`src/rtl/count_capture_fifo_if.sv`:
```
// Head-of-FIFO drain handshake: valid/ready with FWFT data.
// The master drives data/valid; the slave drives ready.
interface count_capture_fifo_if #(
    parameter int DW = 16
);
    logic [DW-1:0] out_data;
    logic          out_valid;
    logic          out_ready;

    modport master (
        output out_data,
        output out_valid,
        input  out_ready
    );

    modport slave (
        input  out_data,
        input  out_valid,
        output out_ready
    );
endinterface

```
`src/rtl/count_capture_fifo.sv`:
```
// Captures {epoch, countin} on trigger rising edges into a FWFT FIFO; 1-cycle capture-to-valid latency.
// Drain is valid/ready; a capture into a full FIFO with no pop is dropped and sets sticky ovf.
// Optional CAPTURE_INHIBIT_EN: clockinh requests an upstream counter stall while full.
module count_capture_fifo #(
    parameter int WIDTH      = 10,
    parameter int EPOCH_BITS = 6,
    parameter int DEPTH      = 4
) (
    input  logic                      clock,
    input  logic                      reset,
    input  logic [WIDTH-1:0]          countin,
    input  logic                      carryin,
    input  logic                      trigger,
    count_capture_fifo_if.master      q,
    output logic [$clog2(DEPTH):0]    level,
    output logic                      ovf,
    input  logic                      clear_ovf,
    output logic                      clockinh
);
    localparam int DW = EPOCH_BITS + WIDTH;
    localparam int AW = $clog2(DEPTH);
    localparam int LW = AW + 1;

    logic [EPOCH_BITS-1:0] epoch_q, epoch_d;
    logic                  trigger_q;
    logic [AW-1:0]         wr_ptr_q, wr_ptr_d;
    logic [AW-1:0]         rd_ptr_q, rd_ptr_d;
    logic [LW-1:0]         level_q, level_d;
    logic                  ovf_q, ovf_d;
    logic [DW-1:0]         mem_q [DEPTH];

    logic cap, pop, push, full, drop, not_empty;

    assign not_empty = (level_q != '0);
    assign full      = (level_q == LW'(DEPTH));
    assign cap       = trigger & ~trigger_q;
    assign pop       = not_empty & q.out_ready;
    // A pop in the same cycle frees the slot, so a full FIFO still accepts.
    assign push      = cap & (~full | pop);
    assign drop      = cap & full & ~pop;

    always_comb begin
        epoch_d  = epoch_q + EPOCH_BITS'(carryin);
        wr_ptr_d = push ? wr_ptr_q + AW'(1) : wr_ptr_q;
        rd_ptr_d = pop  ? rd_ptr_q + AW'(1) : rd_ptr_q;
        level_d  = level_q;
        case ({push, pop})
            2'b10:   level_d = level_q + LW'(1);
            2'b01:   level_d = level_q - LW'(1);
            default: level_d = level_q;
        endcase
        // Drop beats clear when both land in the same cycle.
        ovf_d = ovf_q;
        if (drop) begin
            ovf_d = 1'b1;
        end else if (clear_ovf) begin
            ovf_d = 1'b0;
        end
    end

    always_ff @(posedge clock) begin
        if (reset) begin
            epoch_q   <= '0;
            trigger_q <= 1'b0;
            wr_ptr_q  <= '0;
            rd_ptr_q  <= '0;
            level_q   <= '0;
            ovf_q     <= 1'b0;
        end else begin
            epoch_q   <= epoch_d;
            trigger_q <= trigger;
            wr_ptr_q  <= wr_ptr_d;
            rd_ptr_q  <= rd_ptr_d;
            level_q   <= level_d;
            ovf_q     <= ovf_d;
        end
    end

    // Storage needs no reset: validity is carried entirely by level/pointers.
    always_ff @(posedge clock) begin
        if (push) begin
            mem_q[wr_ptr_q] <= {epoch_q, countin};
        end
    end

    assign q.out_valid = not_empty;
    assign q.out_data  = not_empty ? mem_q[rd_ptr_q] : '0;
    assign level       = level_q;
    assign ovf         = ovf_q;

`ifdef CAPTURE_INHIBIT_EN
    logic clockinh_q, clockinh_d;

    assign clockinh_d = full;

    always_ff @(posedge clock) begin
        if (reset) begin
            clockinh_q <= 1'b0;
        end else begin
            clockinh_q <= clockinh_d;
        end
    end

    assign clockinh = clockinh_q;
`else
    assign clockinh = 1'b0;
`endif

endmodule
```
`src/flat_wrapper.sv`:
```
// flat-port wrapper written by rule: the top's interface ports become plain ports
module count_capture_fifo_flat 
#(
    parameter int WIDTH      = 10,
    parameter int EPOCH_BITS = 6,
    parameter int DEPTH      = 4
)
  (clock, reset, countin, carryin, trigger, level, ovf, clear_ovf, clockinh, q_out_data, q_out_valid, q_out_ready);
  count_capture_fifo_if q_i ();
  input  logic clock;
  input  logic reset;
  input  logic [WIDTH-1:0] countin;
  input  logic carryin;
  input  logic trigger;
  output logic [$clog2(DEPTH):0] level;
  output logic ovf;
  input  logic clear_ovf;
  output logic clockinh;
  output wire logic [$bits(q_i.out_data)-1:0] q_out_data;
  output wire logic [$bits(q_i.out_valid)-1:0] q_out_valid;
  input wire logic [$bits(q_i.out_ready)-1:0] q_out_ready;
  assign q_out_data = q_i.out_data;
  assign q_out_valid = q_i.out_valid;
  assign q_i.out_ready = q_out_ready;
  count_capture_fifo #(.WIDTH(WIDTH), .EPOCH_BITS(EPOCH_BITS), .DEPTH(DEPTH)) u_core (.clock(clock), .reset(reset), .countin(countin), .carryin(carryin), .trigger(trigger), .q(q_i), .level(level), .ovf(ovf), .clear_ovf(clear_ovf), .clockinh(clockinh));
endmodule
```
`config.mk`:
```
export PLATFORM = sky130hd
export DESIGN_NAME = count_capture_fifo_flat
export DESIGN_NICKNAME = d
export VERILOG_FILES = /design/src/rtl/count_capture_fifo_if.sv /design/src/rtl/count_capture_fifo.sv /design/src/flat_wrapper.sv
export SDC_FILE = /design/constraint.sdc
export NUM_CORES = 1
export LEC_CHECK = 0
export BUFFER_PORTS_ARGS = -buffer_cell sky130_fd_sc_hd__clkbuf_2
export CORE_MARGIN = 5
export CORE_UTILIZATION = 52
export CTS_CLUSTER_SIZE = 28
export DETAILED_ROUTE_END_ITERATION = 12
export PLACE_DENSITY = 0.75
export SLEW_MARGIN = 30
export SYNTH_ARGS = -nofsm -noshare
export SYNTH_HDL_FRONTEND = slang
export SYNTH_SLANG_ARGS = --single-unit
```
`constraint.sdc`:
```
create_clock -name clock -period 2.3 [get_ports clock]
set_clock_uncertainty 0.2 [all_clocks]
set_input_delay 0.575 -clock clock [delete_from_list [all_inputs] [get_ports clock]]
set_output_delay 0.575 -clock clock [all_outputs]
set_load 0.05 [all_outputs]
```
# Word-level counts from Yosys, hierarchy flattened
# Memories as Yosys holds them, arrays and structs flattened. A register that Yosys moved wholly into a read port is not among the register bits.
# Cells that the tools add are included.
classes:
  n_addsub: 5
  n_eq_ne: 3
  n_mux: 8
  bitwise: 9
  n_reduce_logical: 3
ops:
  columns: ["cell", "n"]
  rows:
  - ["$mux 16", 1]
  - ["$add 6x1->6", 1]
  - ["$pmux 3 s2", 1]
  - ["$and 1x1->1", 5]
  - ["$add 2x1->2 const B", 2]
  - ["$mux 1", 4]
  - ["$mux 2", 2]
  - ["$reduce_bool 2->1", 2]
  - ["$add 3x1->3 const B", 1]
  - ["$eq 3x3->1 const B", 1]
  - ["$not 1->1", 3]
  - ["$reduce_bool 3->1", 1]
  - ["$sub 3x1->3 const B", 1]
  - ["$eq 2x1->1 const B", 1]
  - ["$eq 2x2->1 const B", 1]
  - ["$or 1x1->1", 1]
totals:
  regBits: 15
  ram_bits: 64
  in_bits: 16
  wordCells: 35
  memories: 1
memory_table:
  columns: ["name", "words", "width", "read_ports", "rd_ports_with_merged_regs", "wr", "line", "source"]
  rows:
  - ["u_core.mem_q", 4, 16, 1, 1, 1, "count_capture_fifo.sv:30", "logic [DW-1:0] mem_q [DEPTH];"]

# Logic depth before layout (Yosys ltp)
depth:
  depth_word: 6
  mapped_depth: 9
  mapped_depth_nobuf: 9

# Worst setup path before layout
# No wires, ideal clock.
synth_timing:
  kind: "register to output"
  start: "reg u_core.level_q[0], in the netlist u_core.level[0]"
  end: "out q_out_data[10]"
  t_arrival_ps: 1890
  required_time_ps: 1525
  setup_slack_ps: -365
  stages_incl_launch_ff: 4
  cell_sequence: "dfxtp_1 -> nor3_4 -> buf_2 -> nor2b_1"
synth_between:
  elab_chain_cells: 2
synth_rtl:
  columns: ["element", "line", "source"]
  rows:
  - ["start, declared", "count_capture_fifo.sv:28", "logic [LW-1:0] level_q, level_d;"]
  - ["start signal, assigned", "count_capture_fifo.sv:74", "level_q <= level_d;"]
  - ["$reduce_bool 3->1", "count_capture_fifo.sv:34", "assign not_empty = (level_q != '0);"]
  - ["$mux 16", "count_capture_fifo.sv:87", "assign q.out_data = not_empty ? mem_q[rd_ptr_q] : '0;"]
  - ["end, declared", "flat_wrapper.sv:19", "output wire logic [$bits(q_i.out_data)-1:0] q_out_data;"]
# Every way passes these cells.

==> run_results.csv <==
group,metric,value,unit
status,status,"complete, but fails checks",
status,violations,"negative setup slack",
yosys,ys_types,34,
drt,first_pass_iters,4,
yosys,ys_warn_count,0,
critical_path,path_cells,"buf_6 > mux4_1 > nor2b_2 > buf_8",
timing,rsz0062_at_grt,"true",
global_route,grt_antenna_before_repair,0,
global_route,grt_usage,0.157,
flow_run,max_cap_violations,0,
timing,drv_slew,0,
clocking,htree_levels,3,
layout,drive_above_1_share,0.431,
critical_path,r2r_end,"u_core.level[2]",
floorplanning,rows,29,
drt,drt-initial-drc-count,95,
min_path,hold_class,"input port to register",
layout,final_cells,325,
critical_path,worst-setup-path-type,"register to output port",
timing,timing.final.ws_setup,-0.230,ns
floorplanning,die_y,89.8,um
critical_path,slowest_stage,"mux4_1",
drt,wl_per_cell,18.8,um
yosys,synth_fp_nets,211,
drt,vias_per_cell,5.33,
floorplanning,pin_count,38,
critical_path,reg2reg_depth,9,
layout,area_growth,25.8,%
yosys,synth_seq_cells,81,
min_path,min_to,"u_core.mem_q[1][4]",
drt,drc_errors,0,
critical_path,worstPathArrival,1.76,ns
timing,holdWs,0.251,ns
timing,max_freq,395,MHz
floorplanning,die_area,8070,um2
global_route,grt_pass1_vias,1731,
pwr,power_leakage,0.00154,uW
critical_path,critical_path_peak_fanout,3,
floorplanning,initial_core_util,0.528,
global_route,overflow,0,
critical_path,cp.required,1.52,ns
clocking,path_clk_slew,0.07,ns
drt,wl,6090,um
placement,dp_cells,306,
placement,hpwl,3470,um
min_path,hold_start,"countin[4]",
pwr,peakVddDrop,1.42,mV
layout,final_cell_mix,"edfxtp_1 (64), clkbuf_2 (19), mux4_2 (15), buf_8 (15)",
drt,vias,1732,
yosys,syn_avg_cell_area,17.7,um2
clocking,cts_buffer_depth,2,
yosys,yosysSeqAreaShare,0.683,
floorplanning,coreArea,6280,um2
timing,layout_min_cycle_time,2.53,ns
clocking,clock_latency,0.33,ns
min_path,hold_depth,1,
critical_path,endpoint_kind,"output port",
critical_path,path_buf_inv,2,
placement,port_buffers,36,
yosys,synthesis.area,3310,um2
placement,gp_congestion,0.756,
layout,multi_input_comb_area,1020,um2
layout,fill_cells,413,
clocking,numCtsBuffers,9,
timing,setup_violations,16,
global_route,grt_pass1_wl,9510,um
clocking,cts_tree,"yes",
yosys,syn-instance-count,187,
pwr,pwr_density_cell,1350,nW/um2
critical_path,critPathLaunchType,"register",
critical_path,cpPeakStageDelay,0.54,ns
critical_path,path_delay_family,"multiplexers",
layout,final_common_cell,"edfxtp_1",
layout,nets,267,
timing,finalCritPeriodShare,1.10,
critical_path,timing.rr.start,"u_core.level[0]",
timing,hold_viol,0,
layout,antenna_cells,0,
global_route,grt_start_max_net_pins,20,
layout,final-seq-area,2270,um2
drt,drtAntennaViolNets,0,
clocking,numClockSinks,81,
clocking,hold_buffers,0,
pwr,power,5610,uW
clocking,cts-root-buf,"clkbuf_8",
floorplanning,dieWidth,89.8,um
critical_path,reg2reg_slack,0.08,ns
-- routing by layer --
metal / track usage / vias to the layer above / wire (um)
met5: 0 / - / 0
met4: 0.0491 / 0 / 127
met3: 0.0442 / 11 / 266
met2: 0.271 / 48 / 3360
met1: 0.191 / 866 / 2340
li1: - / 807 / -
-- cells in the mapped netlist, drive strengths merged --
| master | n | area share |
|---|---|---|
| a21oi | 4 | 0.0060 |
| and2 | 4 | 0.0076 |
| buf | 6 | 0.016 |
| clkbuf | 2 | 0.0023 |
| conb | 1 | 0.0011 |
| dfxtp | 17 | 0.10 |
| edfxtp | 64 | 0.58 |
| fa | 1 | 0.0060 |
| ha | 7 | 0.026 |
| inv | 8 | 0.0091 |
| mux2 | 1 | 0.0045 |
| mux2i | 1 | 0.0030 |
| mux4 | 16 | 0.12 |
| nand2 | 2 | 0.0023 |
| nand2b | 4 | 0.0076 |
| nand3 | 2 | 0.0030 |
| nand3b | 1 | 0.0023 |
| nor2 | 11 | 0.012 |
| nor2b | 19 | 0.045 |
| nor3 | 1 | 0.0049 |
| nor3b | 1 | 0.0057 |
| nor4 | 1 | 0.0019 |
| nor4b | 1 | 0.0072 |
| o21ai | 2 | 0.0030 |
| o21bai | 1 | 0.0023 |
| o31ai | 1 | 0.0023 |
| or3 | 2 | 0.0038 |
| xnor2 | 1 | 0.0026 |
| xor2 | 5 | 0.013 |
-- state kept, by name, summed over array words and instances (netlist names), named ones only --
signal	cells
u_core.epoch_q	6
u_core.level	3
u_core.rd_ptr_q	2
u_core.wr_ptr_q	2
u_core.mem_q	64
u_core.trigger_q	1
u_core.ovf	1
-- worst register-to-register path: stages (launching register included) --
cell,delay (ns)
dfxtp_2,0.34
nor4b_4,0.33
nor3b_4,0.08
inv_1,0.06
ha_2,0.17
inv_2,0.04
fa_2,0.32
xor2_1,0.16
or3_1,0.31
a21oi_1,0.13
-- through the flow --
step	area, um2	TNS [ns]	utilization	setup slack [ns]
after floorplan	3340	-0.107	-	-0.107
after global placement	3690	-0.277	0.589	-0.208
after detailed placement	3690	-0.377	0.589	-0.260
after CTS	4110	-2.97	0.655	-0.219
after global routing	4170	-3.73	0.664	-0.292
final	4170	-2.57	0.664	-0.230
-- where the power goes --
group | internal [uW] | total, uW | switching (uW)
logic | 1320 | 2840 | 1530
clock network | 501 | 966 | 465
registers | 1710 | 1810 | 99.6
total | 3520 | 5610 | 2090
-- final cells by class --
type                            instances  share of cell area
Clock buffer                           11              0.0315
Inverter                                8             0.00721
Tap cell                               77              0.0231
Multi-Input combinational cell         90               0.244
Timing Repair Buffer                   53               0.135
Sequential cell                        81               0.545
Clock inverter                          5              0.0135
-- cells by family after synthesis --
| group | count (synthesis) | synth area share |
|---|---|---|
| compound gates | 8 | 0.0136 |
| xor+xnor | 6 | 0.0159 |
| fa+ha+maj | 8 | 0.0325 |
| buf+inv | 16 | 0.0276 |
| flops | 81 | 0.683 |
| mux | 18 | 0.123 |
| other cells | 1 | 0.00113 |
| simple gates | 49 | 0.103 |
-- worst max path at each step --
stage          slack [ns]        start  depth (start not counted)              end
2_1_floorplan       -0.11  q_out_ready                          9  u_core.level[2]
3_3_place_gp        -0.21  q_out_ready                         10  u_core.level[2]
3_5_place_dp        -0.26  q_out_ready                         10  u_core.level[2]
4_1_cts             -0.22     register                          4   q_out_data[14]
5_1_grt             -0.29     register                          4    q_out_data[3]
6_report            -0.23     register                          4    q_out_data[3]
-- repair_timing --
item	CTS	global route
endpoints found under the setup margin	17	18
setup buffers	0	1
pin swaps	1	1
gates cloned	2	0
resized for setup	51	24
Note: power is estimated with default switching activity, not from simulation.
